**config.mk**
```make
export PLATFORM = sky130hd
export DESIGN_NAME = mem_port_arbiter
export DESIGN_NICKNAME = d
export VERILOG_FILES = /design/src/rtl/mem_arb_pkg.sv /design/src/rtl/rr_picker.sv /design/src/rtl/mem_port_arbiter.sv
export SDC_FILE = /design/constraint.sdc
export NUM_CORES = 1
export LEC_CHECK = 0
export ABC_AREA = 0
export BUFFER_PORTS_ARGS = -buffer_cell sky130_fd_sc_hd__buf_4
export CORE_MARGIN = 3
export CORE_UTILIZATION = 25
export DETAILED_ROUTE_END_ITERATION = 10
export PLACE_DENSITY = 0.74
export SKIP_LAST_GASP = 1
export SYNTH_ARGS = -nofsm -noshare
export SYNTH_HDL_FRONTEND = slang
export SYNTH_SLANG_ARGS = --single-unit
```
**constraint.sdc**
```tcl
create_clock -name clk -period 2.1 [get_ports clk]
set_clock_uncertainty 0.15 [all_clocks]
set_input_delay 0.63 -clock clk [delete_from_list [all_inputs] [get_ports clk]]
set_output_delay 0.63 -clock clk [all_outputs]
set_load 0.03 [all_outputs]
```
**src/rtl/mem_arb_pkg.sv**
```systemverilog
// mem_arb_pkg: shared constants and types for mem_port_arbiter.
//   DEF_*     default parameter values for the arbiter
//   ID_W      requester id width (supports up to 4 requesters)
//   rdTag_t   per-stage read-return tag {valid, id}
//   lock_t    lock owner state {act, owner}, used when MEM_ARB_LOCK_EN is defined
//   nextIdx   round-robin successor of an index, modulo nreq
package mem_arb_pkg;
  localparam int DEF_NREQ   = 2;
  localparam int DEF_ADDR_W = 8;
  localparam int DEF_DATA_W = 8;
  localparam int DEF_RD_LAT = 1;
  localparam int ID_W       = 2;

  typedef struct packed {
    logic            valid;
    logic [ID_W-1:0] id;
  } rdTag_t;

  typedef struct packed {
    logic            act;
    logic [ID_W-1:0] owner;
  } lock_t;

  function automatic logic [ID_W-1:0] nextIdx(input logic [ID_W-1:0] k, input int nreq);
    return (int'(k) == nreq - 1) ? '0 : k + 1'b1;
  endfunction
endpackage

```
**src/rtl/rr_picker.sv**
```systemverilog
// rr_picker: combinational round-robin picker.
//   req  in   per-requester request
//   ptr  in   index with highest priority this cycle (0..NREQ-1)
//   gnt  out  one-hot grant (0 when no request)
//   idx  out  binary index of the granted requester (0 when no request)
module rr_picker
  import mem_arb_pkg::*;
#(
  parameter int NREQ = DEF_NREQ
) (
  input  logic [NREQ-1:0] req,
  input  logic [ID_W-1:0] ptr,
  output logic [NREQ-1:0] gnt,
  output logic [ID_W-1:0] idx
);
  logic found;
  int   cand;

  // Walk priority positions ptr, ptr+1, ... (wrapping); the inner loop maps
  // the rotated position back to a requester with constant indices only.
  always_comb begin
    gnt   = '0;
    idx   = '0;
    found = 1'b0;
    cand  = 0;
    for (int i = 0; i < NREQ; i++) begin
      cand = int'(ptr) + i;
      if (cand >= NREQ) cand = cand - NREQ;
      for (int j = 0; j < NREQ; j++) begin
        if (!found && req[j] && (j == cand)) begin
          found  = 1'b1;
          gnt[j] = 1'b1;
          idx    = ID_W'(j);
        end
      end
    end
  end
endmodule

```
**src/rtl/mem_port_arbiter.sv**
```systemverilog
// mem_port_arbiter: round-robin sharing of one single-port synchronous memory
// between NREQ requesters, with read data routed back after RD_LAT cycles.
//   clk, rst              clock; asynchronous active-high reset
//   req/req_we            per-requester request and write flag
//   req_addr/req_wdata    flattened per-requester address / write data
//   req_lock              (MEM_ARB_LOCK_EN only) keep ownership after this grant
//   gnt                   one-hot grant, same cycle as the memory command
//   rvalid/rdata          one-hot read return, rdata broadcast from mem_rdata
//   mem_re/mem_we/mem_addr/mem_wdata/mem_rdata   memory macro interface
//   idle                  no read in flight
// Optional feature macro: MEM_ARB_LOCK_EN (owner lock for atomic multi-byte
// fetches). Default build is plain round-robin.
module mem_port_arbiter
  import mem_arb_pkg::*;
#(
  parameter int NREQ   = DEF_NREQ,
  parameter int ADDR_W = DEF_ADDR_W,
  parameter int DATA_W = DEF_DATA_W,
  parameter int RD_LAT = DEF_RD_LAT
) (
  input  logic                   clk,
  input  logic                   rst,
  input  logic [NREQ-1:0]        req,
  input  logic [NREQ-1:0]        req_we,
  input  logic [NREQ*ADDR_W-1:0] req_addr,
  input  logic [NREQ*DATA_W-1:0] req_wdata,
`ifdef MEM_ARB_LOCK_EN
  input  logic [NREQ-1:0]        req_lock,
`endif
  output logic [NREQ-1:0]        gnt,
  output logic [NREQ-1:0]        rvalid,
  output logic [DATA_W-1:0]      rdata,
  output logic                   mem_re,
  output logic                   mem_we,
  output logic [ADDR_W-1:0]      mem_addr,
  output logic [DATA_W-1:0]      mem_wdata,
  input  logic [DATA_W-1:0]      mem_rdata,
  output logic                   idle
);
  logic [NREQ-1:0][ADDR_W-1:0] addrArr;
  logic [NREQ-1:0][DATA_W-1:0] wdataArr;
  logic [NREQ-1:0]             pickReq;
  logic [NREQ-1:0]             gntRaw;
  logic [ID_W-1:0]             pickIdx;
  logic [ID_W-1:0]             ptr;
  logic                        anyGnt;
  logic                        selWe;
  logic [ADDR_W-1:0]           selAddr;
  logic [DATA_W-1:0]           selWdata;
  rdTag_t                      tagPipe [RD_LAT:1];

  for (genvar i = 0; i < NREQ; i++) begin : gUnpack
    assign addrArr[i]  = req_addr[i*ADDR_W +: ADDR_W];
    assign wdataArr[i] = req_wdata[i*DATA_W +: DATA_W];
  end

  rr_picker #(.NREQ(NREQ)) uPick (
    .req (pickReq),
    .ptr (ptr),
    .gnt (gntRaw),
    .idx (pickIdx)
  );

  // One-hot AND-OR mux: yields zeros on address/data when nothing is granted.
  always_comb begin
    selAddr  = '0;
    selWdata = '0;
    selWe    = 1'b0;
    for (int i = 0; i < NREQ; i++) begin
      if (gntRaw[i]) begin
        selAddr  = selAddr  | addrArr[i];
        selWdata = selWdata | wdataArr[i];
        selWe    = selWe    | req_we[i];
      end
    end
  end

  assign anyGnt    = |gntRaw;
  assign gnt       = rst ? '0 : gntRaw;
  assign mem_re    = ~rst & anyGnt & ~selWe;
  assign mem_we    = ~rst & anyGnt & selWe;
  assign mem_addr  = selAddr;
  assign mem_wdata = selWdata;
  assign rdata     = mem_rdata;

  // Read-return tag pipeline: stage 1 captures the grant, stage RD_LAT
  // lines up with mem_rdata.
  always_ff @(posedge clk or posedge rst) begin
    if (rst) begin
      for (int s = 1; s <= RD_LAT; s++) tagPipe[s] <= '0;
    end else begin
      tagPipe[1] <= '{valid: anyGnt & ~selWe, id: pickIdx};
      for (int s = 2; s <= RD_LAT; s++) tagPipe[s] <= tagPipe[s-1];
    end
  end

  always_comb begin
    rvalid = '0;
    for (int i = 0; i < NREQ; i++)
      if (tagPipe[RD_LAT].valid && (tagPipe[RD_LAT].id == ID_W'(i)))
        rvalid[i] = ~rst;
  end

  always_comb begin
    idle = 1'b1;
    for (int s = 1; s <= RD_LAT; s++)
      if (tagPipe[s].valid) idle = 1'b0;
  end

`ifdef MEM_ARB_LOCK_EN
  lock_t           lck;
  logic [NREQ-1:0] ownerOh;
  logic            lockSel;
  logic            ownerReq;
  logic            ownerGnt;

  // While locked only the owner is visible to the picker.
  always_comb begin
    ownerOh = '0;
    pickReq = '0;
    for (int i = 0; i < NREQ; i++) begin
      ownerOh[i] = (lck.owner == ID_W'(i));
      pickReq[i] = req[i] & (~lck.act | ownerOh[i]);
    end
  end

  assign lockSel  = |(gntRaw & req_lock);
  assign ownerReq = |(req & ownerOh);
  assign ownerGnt = |(gntRaw & ownerOh);

  // ptr only moves when no lock is taken or one is released, so a locked
  // burst never hands priority away mid-sequence.
  always_ff @(posedge clk or posedge rst) begin
    if (rst) begin
      ptr <= '0;
      lck <= '0;
    end else if (!lck.act) begin
      if (anyGnt) begin
        if (lockSel) lck <= '{act: 1'b1, owner: pickIdx};
        else         ptr <= nextIdx(pickIdx, NREQ);
      end
    end else if (!ownerReq || (ownerGnt && !lockSel)) begin
      lck.act <= 1'b0;
      ptr     <= nextIdx(lck.owner, NREQ);
    end
  end
`else
  assign pickReq = req;

  always_ff @(posedge clk or posedge rst) begin
    if (rst)         ptr <= '0;
    else if (anyGnt) ptr <= nextIdx(pickIdx, NREQ);
  end
`endif
endmodule

```
==> results of run 1 <==
==> worst reg2reg max path: stages, from the launching register on <==
cell and delay (ns):
dfrtp_1 0.41, nand2b_4 0.19, a32oi_2 0.29, inv_1 0.08
==> per-layer routing <==
metal | up-vias | global-route usage [%]
met5 | - | 0
li1 | 301 | -
met2 | 28 | 33.6
met3 | 2 | 4.60
met4 | 0 | 5.52
met1 | 301 | 16.7
==> cell type report <==
class	instances	area [um^2]
Fill cell	122	420
Tap cell	16	20.0
Inverter	6	27.5
Multi-Input combinational cell	29	355
Sequential cell	3	75.1
Timing Repair Buffer	71	634
Clock buffer	4	26.3
==> kinds of logic after synthesis <==
group / synth area share, %
compound gates: 45.4
buf+inv: 26.3
flops: 17.7
simple gates: 10.6
==> timing repair <==
item / 4_1_cts / 5_1_grt
resized for setup: 32 / 9
setup buffers: 5 / 2
endpoints found under the setup margin: 20 / 20
pin swaps: 12 / 8
==> power groups by stage <==
stage               combinational (uW)  sequential (uW)  clock (uW)
floorplan                          199             70.3           0
global placement                   294             71.3           0
detailed placement                 297             72.2           0
CTS                                362             70.8        99.6
global route                       402             71.4         108
finish                             381             70.6        96.8
==> flip-flops by register name (all words and copies together) (netlist names) <==
register  count
ptr           1
tagPipe       2
==> placed cells by master, fill, tap and decap left out <==
master    count
a21boi_4      1
a21oi_1       1
a22o_1        7
a22o_2        1
a22o_4        8
a32oi_2       2
and2_4        1
and3_1        1
buf_4        45
buf_6        25
buf_8         1
clkbuf_1      1
clkbuf_4      3
dfrtp_1       3
inv_1         5
inv_6         1
nand2_4       1
nand2b_4      1
nor2_1        1
nor2_4        3
nor3_2        1
==> final timing paths <==
| kind | startpoint | end | slack (ns) | depth (start not counted) |
|---|---|---|---|---|
| min | rst | ptr[0] | 0.32 | 3 |
| min in group clk | ptr[0] | ptr[0] | 0.49 | 2 |
| min reg2reg | ptr[0] | ptr[0] | 0.49 | 2 |
| max in group asynchronous | rst | tagPipe[2] | 1.39 | 3 |
| max | req[0] | mem_wdata[2] | -0.12 | 5 |
| max reg2reg | ptr[0] | tagPipe[2] | 0.86 | 3 |
==> per-stage QoR <==
stage                     cell area (um^2)  setup WS [ns]  setup TNS, ns  utilization [%]  hold WS (ns)
final                                 1140         -0.123          -1.89             73.0         0.316
after global routing                  1140         -0.161          -2.43             73.0         0.335
after CTS                             1070         -0.107          -1.72             68.9         0.294
after floorplan                        460        -0.0239        -0.0239                -         0.244
after detailed placement               875         -0.326          -5.15             56.1         0.422
after global placement                 875         -0.295          -4.86             56.1         0.395
==> reports/results.tsv, run 1 <==
stage	metric	value	unit
synthesis	synth_largest_area_cell	a22o_2	
power	power_frac_clock	17.7	%
route	top_layer	met4	
final_layout	final_cell_count_no_fill	129	
synthesis	syn-cell-area	424	um^2
critical_path	crit_path_end_kind	primary output	
status	outcome	finished with violations	
critical_path	required	1.32	ns
clock_network	cts_buffer_depth	2	
die	core	1560	um^2
route	routed-wl-met2	1070	um
route	finalWirelength	1840	um
power	vdd_drop_max	284	uV
grt	grt_pass1_wl	2700	um
synthesis	synth-seq-area-share	17.7	%
grt	grt_antenna_before_repair	0	
die	dieHeight	47.2	um
critical_path	worst-path-max-fanout	6	
clock_network	cts_tree	yes	
timing	fin_ws	-0.123	ns
grt	grt_pass1_vias	622	
power	p_int	337	uW
synthesis	avgSynthCellArea	8.84	um^2
power	leakagePower	0.000608	uW
timing	final-setup-viol-count	19	
synthesis	ys_top_cells_by_count	a22o_2, buf_4, a22o_1	
timing	slew_headroom	82.9	%
route	wl_per_cell	14.2	um
synthesis	yosysMostFrequentCell	a22o_2	
route	drt_drc_violations_left	0	
die	rows	14	
clock_network	clk_pin_slew	0.04	ns
critical_path	crit_arrival	1.44	ns
die	io_pins	77	
power	power.switching	212	uW
synthesis	synth.distinct_cells	17	
critical_path	critPathKind	primary input to primary output	
route	dr_wl_met3	140	um
route	viasPerCell	4.90	
synthesis	async_flop_share	100	%
synthesis	ys_seq_elements	3	
final_layout	fin_nets	160	
clock_network	h-tree-depth	1	
route	drtAntennaViolNets	0	
critical_path	crit_path_start_kind	primary input	
timing	drv_slew	0	
synthesis	syn_inst	48	
timing	fin_crit	2.22	ns
flow_run	cap_violations	0	
grt	grt_use_total	17.0	%
power	seq_power_share	12.9	%
route	detail_route.first_pass.iterations	4	
timing	clock.fmax	450	MHz
synthesis	synth.area.top_cells	a22o_2, dfrtp_1, a22o_1	
synthesis	yosys.area.top_type_share	21.2	%
final_layout	drive_gt1_share	83.2	%
worst_hold_path	hp-class	primary input to asynchronous set/reset pin	
power	switching_share	38.6	%
route	num_vias	632	
final_layout	area_growth	168	%
critical_path	cpMostUsedCell	buf_6	
placed_design	hpwl	1350	um
die	dieWidth	47.2	um
timing	rsz0062_at_grt	true	
synthesis	ys_warn_count	0	
critical_path	critPathSlowestCell	a21boi_4	
placed_design	port_buffers	60	
placed_design	routabilityCongestion	0.728	
placed_design	dp_cells	118	
grt	grt_max_degree	18	
power	cellPowerDensity	481	nW/um^2
grt	overflow	0	
timing	min_period_over_period	106	%
power	finalPower	548	uW
clock_network	insertion_delay	0.22	ns
critical_path	max_stage_delay	0.28	ns
critical_path	worstPathCellList	buf_8, a21boi_4, buf_6, a22o_1, buf_6	
synthesis	synth_edf_count	0	
synthesis	synth_flop_cell	dfrtp_1	
critical_path	worst-path-buf-inv	3	
critical_path	crit_family	compound AO/OA/AOI/OAI gates	
synthesis	syn_nets	94	
clock_network	cts.hold.buffers_added	0	
final_layout	antenna-diode-count	0	
clock_network	numCtsBuffers	3	
timing	hold_violations	0	
clock_network	cts.sinks	3	
clock_network	cts-root-buf	clkbuf_4	
status	violations	setup timing	
route	wl_met1	606	um
die	die_area	2230	um^2
route	drt_iter0_drc	9	
die	start_util	27.2	%
timing	tightest_slew	0.255	ns
power	p_comb_share	69.5	%
No activity file was read; power rests on OpenSTA's default activity.
==> inputs of run 2 (changes only) <==
CAP_MARGIN = 30   (was default)
CTS_BUF_LIST = sky130_fd_sc_hd__clkbuf_16   (was default)
==> reports/results.tsv, run 2 (same netlist as run 1, synthesis figures left out) <==
stage	metric	value	unit	change
clock_network	cts.sinks	3		unchanged
critical_path	crit_path_start_kind	primary input		
power	finalPower	743	uW	+36%
clock_network	cts_tree	yes		
placed_design	dpl_worst_slack	-0.326	ns	unchanged
die	rows	14		unchanged
route	wl_per_cell	15.5	um	+8.7%
power	leakagePower	0.000633	uW	+4.1%
status	violations	setup timing		
grt	grt_antenna_before_repair	0		unchanged
grt	use_met3	5.75	%	+1.1 points
timing	final-setup-viol-count	20		+1
critical_path	critPathKind	primary input to primary output		
final_layout	antenna-diode-count	0		unchanged
critical_path	ff2ff_path_depth	3		unchanged
grt	grt_pass1_vias	624		+0.32%
route	drt_drc_violations_left	0		unchanged
critical_path	worst-path-max-fanout	6		unchanged
placed_design	port_buffers	60		unchanged
route	detail_route.first_pass.iterations	4		unchanged
final_layout	n_fill_cell	109		-11%
final_layout	fin_nets	160		unchanged
route	finalWirelength	1990	um	+8.7%
timing	rsz0062_at_grt	true		
route	drtAntennaViolNets	0		unchanged
timing	hold_violations	0		unchanged
placed_design	routabilityCongestion	0.728		unchanged
route	num_vias	635		+0.47%
timing	slew_headroom	83.1	%	+0.16 points
flow_run	cap_violations	0		unchanged
die	core	1560	um^2	unchanged
clock_network	cts-root-buf	clkbuf_16		
grt	overflow	0		unchanged
timing	fin_crit	2.22	ns	-0.00279 ns
grt	use_met1	17.8	%	+1.1 points
placed_design	place_area	875	um^2	unchanged
final_layout	area_growth	177	%	
timing	min_period_over_period	106	%	-0.13 points
route	viasPerCell	4.92		+0.47%
die	dieHeight	47.2	um	unchanged
status	outcome	finished with violations		
final_layout	reg_top3	tagPipe (2), ptr (1)		
placed_design	hpwl	1350	um	unchanged
critical_path	required	1.32	ns	about the same
grt	grtUsageMet2	35.5	%	+1.9 points
die	dieWidth	47.2	um	unchanged
power	cellPowerDensity	632	nW/um^2	+31%
timing	clock.fmax	450	MHz	+0.13%
final_layout	finalCoreUtilization	75.4	%	+2.4 points
final_layout	top_register	tagPipe		
grt	grt_pass1_wl	2810	um	+4.1%
grt	grt.busiest_layer	met2		
final_layout	fin_area	1180	um^2	+3.3%
final_layout	drive_gt1_share	82.3	%	-0.88 points
final_layout	largest_reg_flops	2		unchanged
grt	grt_use_total	18.4	%	+1.4 points
grt	grt_max_degree	18		unchanged
clock_network	h-tree-depth	1		unchanged
final_layout	final_cell_mix	buf_4, buf_6, a22o_4		
power	vdd_drop_max	349	uV	+23%
clock_network	numCtsBuffers	3		unchanged
clock_network	insertion_delay	0.22	ns	about the same
clock_network	clk_pin_slew	0.03	ns	about the same
die	start_util	27.2	%	unchanged
timing	whs	0.307	ns	-0.00867 ns
critical_path	crit_arrival	1.44	ns	about the same
route	drt_iter0_drc	2		-7
timing	drv_slew	0		unchanged
die	io_pins	77		unchanged
timing	fin_ws	-0.120	ns	+0.00279 ns
critical_path	crit_path_end_kind	primary output		
clock_network	cts_buffer_depth	2		unchanged
timing	tightest_slew	0.253	ns	-0.00239 ns
worst_hold_path	hp-class	primary input to asynchronous set/reset pin		
die	die_area	2230	um^2	unchanged
final_layout	layout_commonest_cell	buf_4		
[run 2: changes by cell type in the layout (fill, tap and decap cells not counted), sizes merged]
cell,before,now
clkbuf,4,3
inv,6,7
[run 2: worst paths after layout]
check / endpoint / slack (ns) / startpoint
worst max-delay path: mem_wdata[2] / -0.12 / req[0]
worst min-delay path: ptr[0] / 0.31 / rst
worst max register to register: tagPipe[2] / 0.84 / ptr[0]
worst min register to register: ptr[0] / 0.52 / ptr[0]
max in group asynchronous: tagPipe[2] / 1.40 / rst
min in group clk: ptr[0] / 0.52 / ptr[0]
[run 2: layer usage]
layer / wire length, um / vias to the layer above / share of wire [%]
li1: - / 301 / -
met1: 669 / 306 / 34
met2: 1180 / 28 / 59
met3: 141 / 0 / 7.1
met4: 0 / 0 / 0
met5: 0 / - / 0
[run 2: per-stage QoR]
step,TNS [ns],std cells
after global routing,-2.33,129
after global placement,-4.86,118
after detailed placement,-5.15,118
after CTS,-1.71,127
final,-1.89,129
after floorplan,-0.0239,48
[run 2: layout make-up]
type | count | area, um^2 | share of cell area (%)
repair buffers | 71 | 627 | 53.3
multi-input cells | 29 | 348 | 29.6
flip-flops and latches | 3 | 75.1 | 6.38
clock buffers | 3 | 75.1 | 6.38
inverters | 6 | 27.5 | 2.34
well taps | 16 | 20.0 | 1.70
clock inverters | 1 | 3.75 | 0.319
[run 2: what timing repair did]
action	4_1_cts	5_1_grt
endpoints found under the setup margin	20	20
hold buffers	0	0
pin swaps	12	8
buffers inserted	5	2
resized for setup	32	5
[run 2: worst max-delay path, cell delays in order]
cell and delay (ns):
buf_8 0.08, a21boi_4 0.28, buf_6 0.17, a22o_1 0.15, buf_6 0.13
[run 2: power breakdown]
part / switching (uW) / total [uW] / internal [uW]
registers: 6.58 / 71.3 / 64.7
logic: 180 / 378 / 198
clock network: 48.4 / 294 / 245
==> inputs of run 3 (changes only) <==
CORE_UTILIZATION = 27   (was 25)
PLACE_DENSITY = 0.79   (was 0.74)
clock period = 2.7 ns   (was 2.1 ns; I/O delays follow)
==> reports/results.tsv, run 3 (same netlist as run 1, synthesis figures left out) <==
stage	metric	value	unit	change
die	dieWidth	45.6	um	-3.3%
route	detail_route.first_pass.iterations	2		-2
critical_path	worst-path-max-fanout	10		+4
power	finalPower	506	uW	-32%
critical_path	required	1.74	ns	+0.42 ns
critical_path	crit_arrival	1.66	ns	+0.22 ns
final_layout	fin_area	908	um^2	-23%
timing	min_period_over_period	97.0	%	
timing	rsz0062_at_grt	false		
route	finalWirelength	1550	um	-22%
grt	overflow	0		unchanged
timing	fin_crit	2.62	ns	
critical_path	reg2reg_to	tagPipe[2]		
die	die_area	2080	um^2	-6.5%
power	switching_share	31.5	%	-0.079 points
placed_design	routabilityCongestion	0.802		+10%
grt	grt_max_degree	18		unchanged
grt	grt_pass1_vias	523		-16%
final_layout	reg_top3	tagPipe (2), ptr (1)		
timing	clock.fmax	382	MHz	
final_layout	layout_commonest_cell	buf_4		
route	wl_per_cell	12.9	um	-16%
route	num_vias	582		-8.3%
clock_network	cts.hold.buffers_added	0		unchanged
final_layout	final_cell_mix	buf_4, a22o_2, a22o_1		
clock_network	clk_pin_slew	0.03	ns	about the same
critical_path	rr_startpoint	ptr[0]		
worst_hold_path	hp-class	primary input to asynchronous set/reset pin		
timing	slew_headroom	85.8	%	+2.7 points
critical_path	critPathKind	primary input to primary output		
clock_network	numCtsBuffers	3		unchanged
placed_design	hpwl	1210	um	-10%
placed_design	place_area	815	um^2	-6.9%
power	power_frac_clock	45.7	%	+6.2 points
die	core	1380	um^2	-11%
timing	tightest_slew	0.213	ns	-0.0393 ns
route	drt_iter0_drc	7		+5
critical_path	ff2ff_path_depth	3		unchanged
final_layout	drive_gt1_share	74.3	%	-8.0 points
power	cellPowerDensity	557	nW/um^2	-12%
placed_design	port_buffers	60		unchanged
flow_run	cap_violations	0		unchanged
clock_network	cts_tree	yes		
clock_network	h-tree-depth	1		unchanged
final_layout	area_growth	114	%	
timing	drv_slew	0		unchanged
die	io_pins	77		unchanged
timing	hold_violations	0		unchanged
die	start_util	30.7	%	+3.5 points
clock_network	insertion_delay	0.22	ns	about the same
grt	grt_use_total	15.3	%	-3.1 points
status	outcome	completed		
power	p_int	346	uW	-32%
power	leakagePower	0.000522	uW	-18%
final_layout	antenna-diode-count	0		unchanged
clock_network	cts.sinks	3		unchanged
die	rows	13		-1
critical_path	rrSetupSlack	1.48	ns	+0.64 ns
route	viasPerCell	4.85		-1.5%
critical_path	crit_path_start_kind	primary input		
route	drt_drc_violations_left	0		unchanged
final_layout	largest_reg_flops	2		unchanged
timing	final-setup-viol-count	0		-100%
power	power.switching	159	uW	-32%
clock_network	cts-root-buf	clkbuf_16		
power	seq_power_share	10.9	%	+1.3 points
power	vdd_drop_max	351	uV	+0.77%
final_layout	n_fill_cell	116		+6.4%
grt	grt_pass1_wl	2240	um	-20%
route	drtAntennaViolNets	0		unchanged
grt	grt_antenna_before_repair	0		unchanged
final_layout	top_register	tagPipe		
clock_network	cts_buffer_depth	2		unchanged
power	p_comb_share	43.5	%	-7.4 points
die	dieHeight	45.6	um	-3.3%
critical_path	crit_path_end_kind	primary output		
final_layout	fin_nets	152		-5.0%
## run 3: worst max-delay path by stage
stage / end / from / cells after the start
floorplan: mem_re / req[0] / 4
global placement: mem_re / req[1] / 5
detailed placement: mem_re / req[1] / 5
CTS: mem_wdata[3] / req[0] / 5
global route: mem_wdata[3] / req[0] / 5
finish: mem_wdata[3] / req[0] / 5
## run 3: metrics by stage
step | hold slack (ns) | setup slack, ns | setup TNS, ns | instances | utilization [%]
after detailed placement | 0.417 | -0.0305 | -0.0305 | 114 | 58.9
after CTS | 0.345 | 0.0823 | 0 | 120 | 65.7
final | 0.345 | 0.0806 | 0 | 120 | 65.7
after global routing | 0.357 | 0.0483 | 0 | 120 | 65.7
after floorplan | 0.365 | 0.0313 | 0 | 48 | -
after global placement | 0.381 | -0.00593 | -0.00593 | 114 | 58.9
## run 3: power by group through the flow
stage / Sequential (uW) / Combinational [uW] / Clock, uW
final: 54.9 / 220 / 231
after global routing: 55.5 / 235 / 240
after CTS: 55.0 / 222 / 234
after detailed placement: 55.6 / 218 / 0
after global placement: 54.8 / 215 / 0
after floorplan: 54.5 / 148 / 0
## run 3: timing repair
action                                  CTS  global route
endpoints found under the hold margin     0             0
endpoints found under the setup margin    3             0
setup buffers                             2             0
gates resized for setup                   0             0
## run 3: metal layers
layer | GRT usage (%) | vias to the layer above | share of wire, %
met3 | 5.93 | 4 | 16
li1 | - | 285 | -
met1 | 15.2 | 249 | 32
met4 | 10.5 | 0 | 2.3
met5 | 0 | - | 0
met2 | 25.9 | 44 | 49
## run 3: cell type report
cell class	instances	area (um^2)	share of cell area, %
multi-input cells	29	238	26.2
clock buffers	3	75.1	8.26
clock inverters	1	3.75	0.413
flip-flops and latches	3	75.1	8.26
well taps	15	18.8	2.07
repair buffers	63	473	52.1
inverters	6	25.0	2.75
## run 3: worst max-delay path: stages
cell	delay (ns)
buf_4	0.12
a21boi_4	0.14
buf_4	0.17
a22o_2	0.25
buf_4	0.16
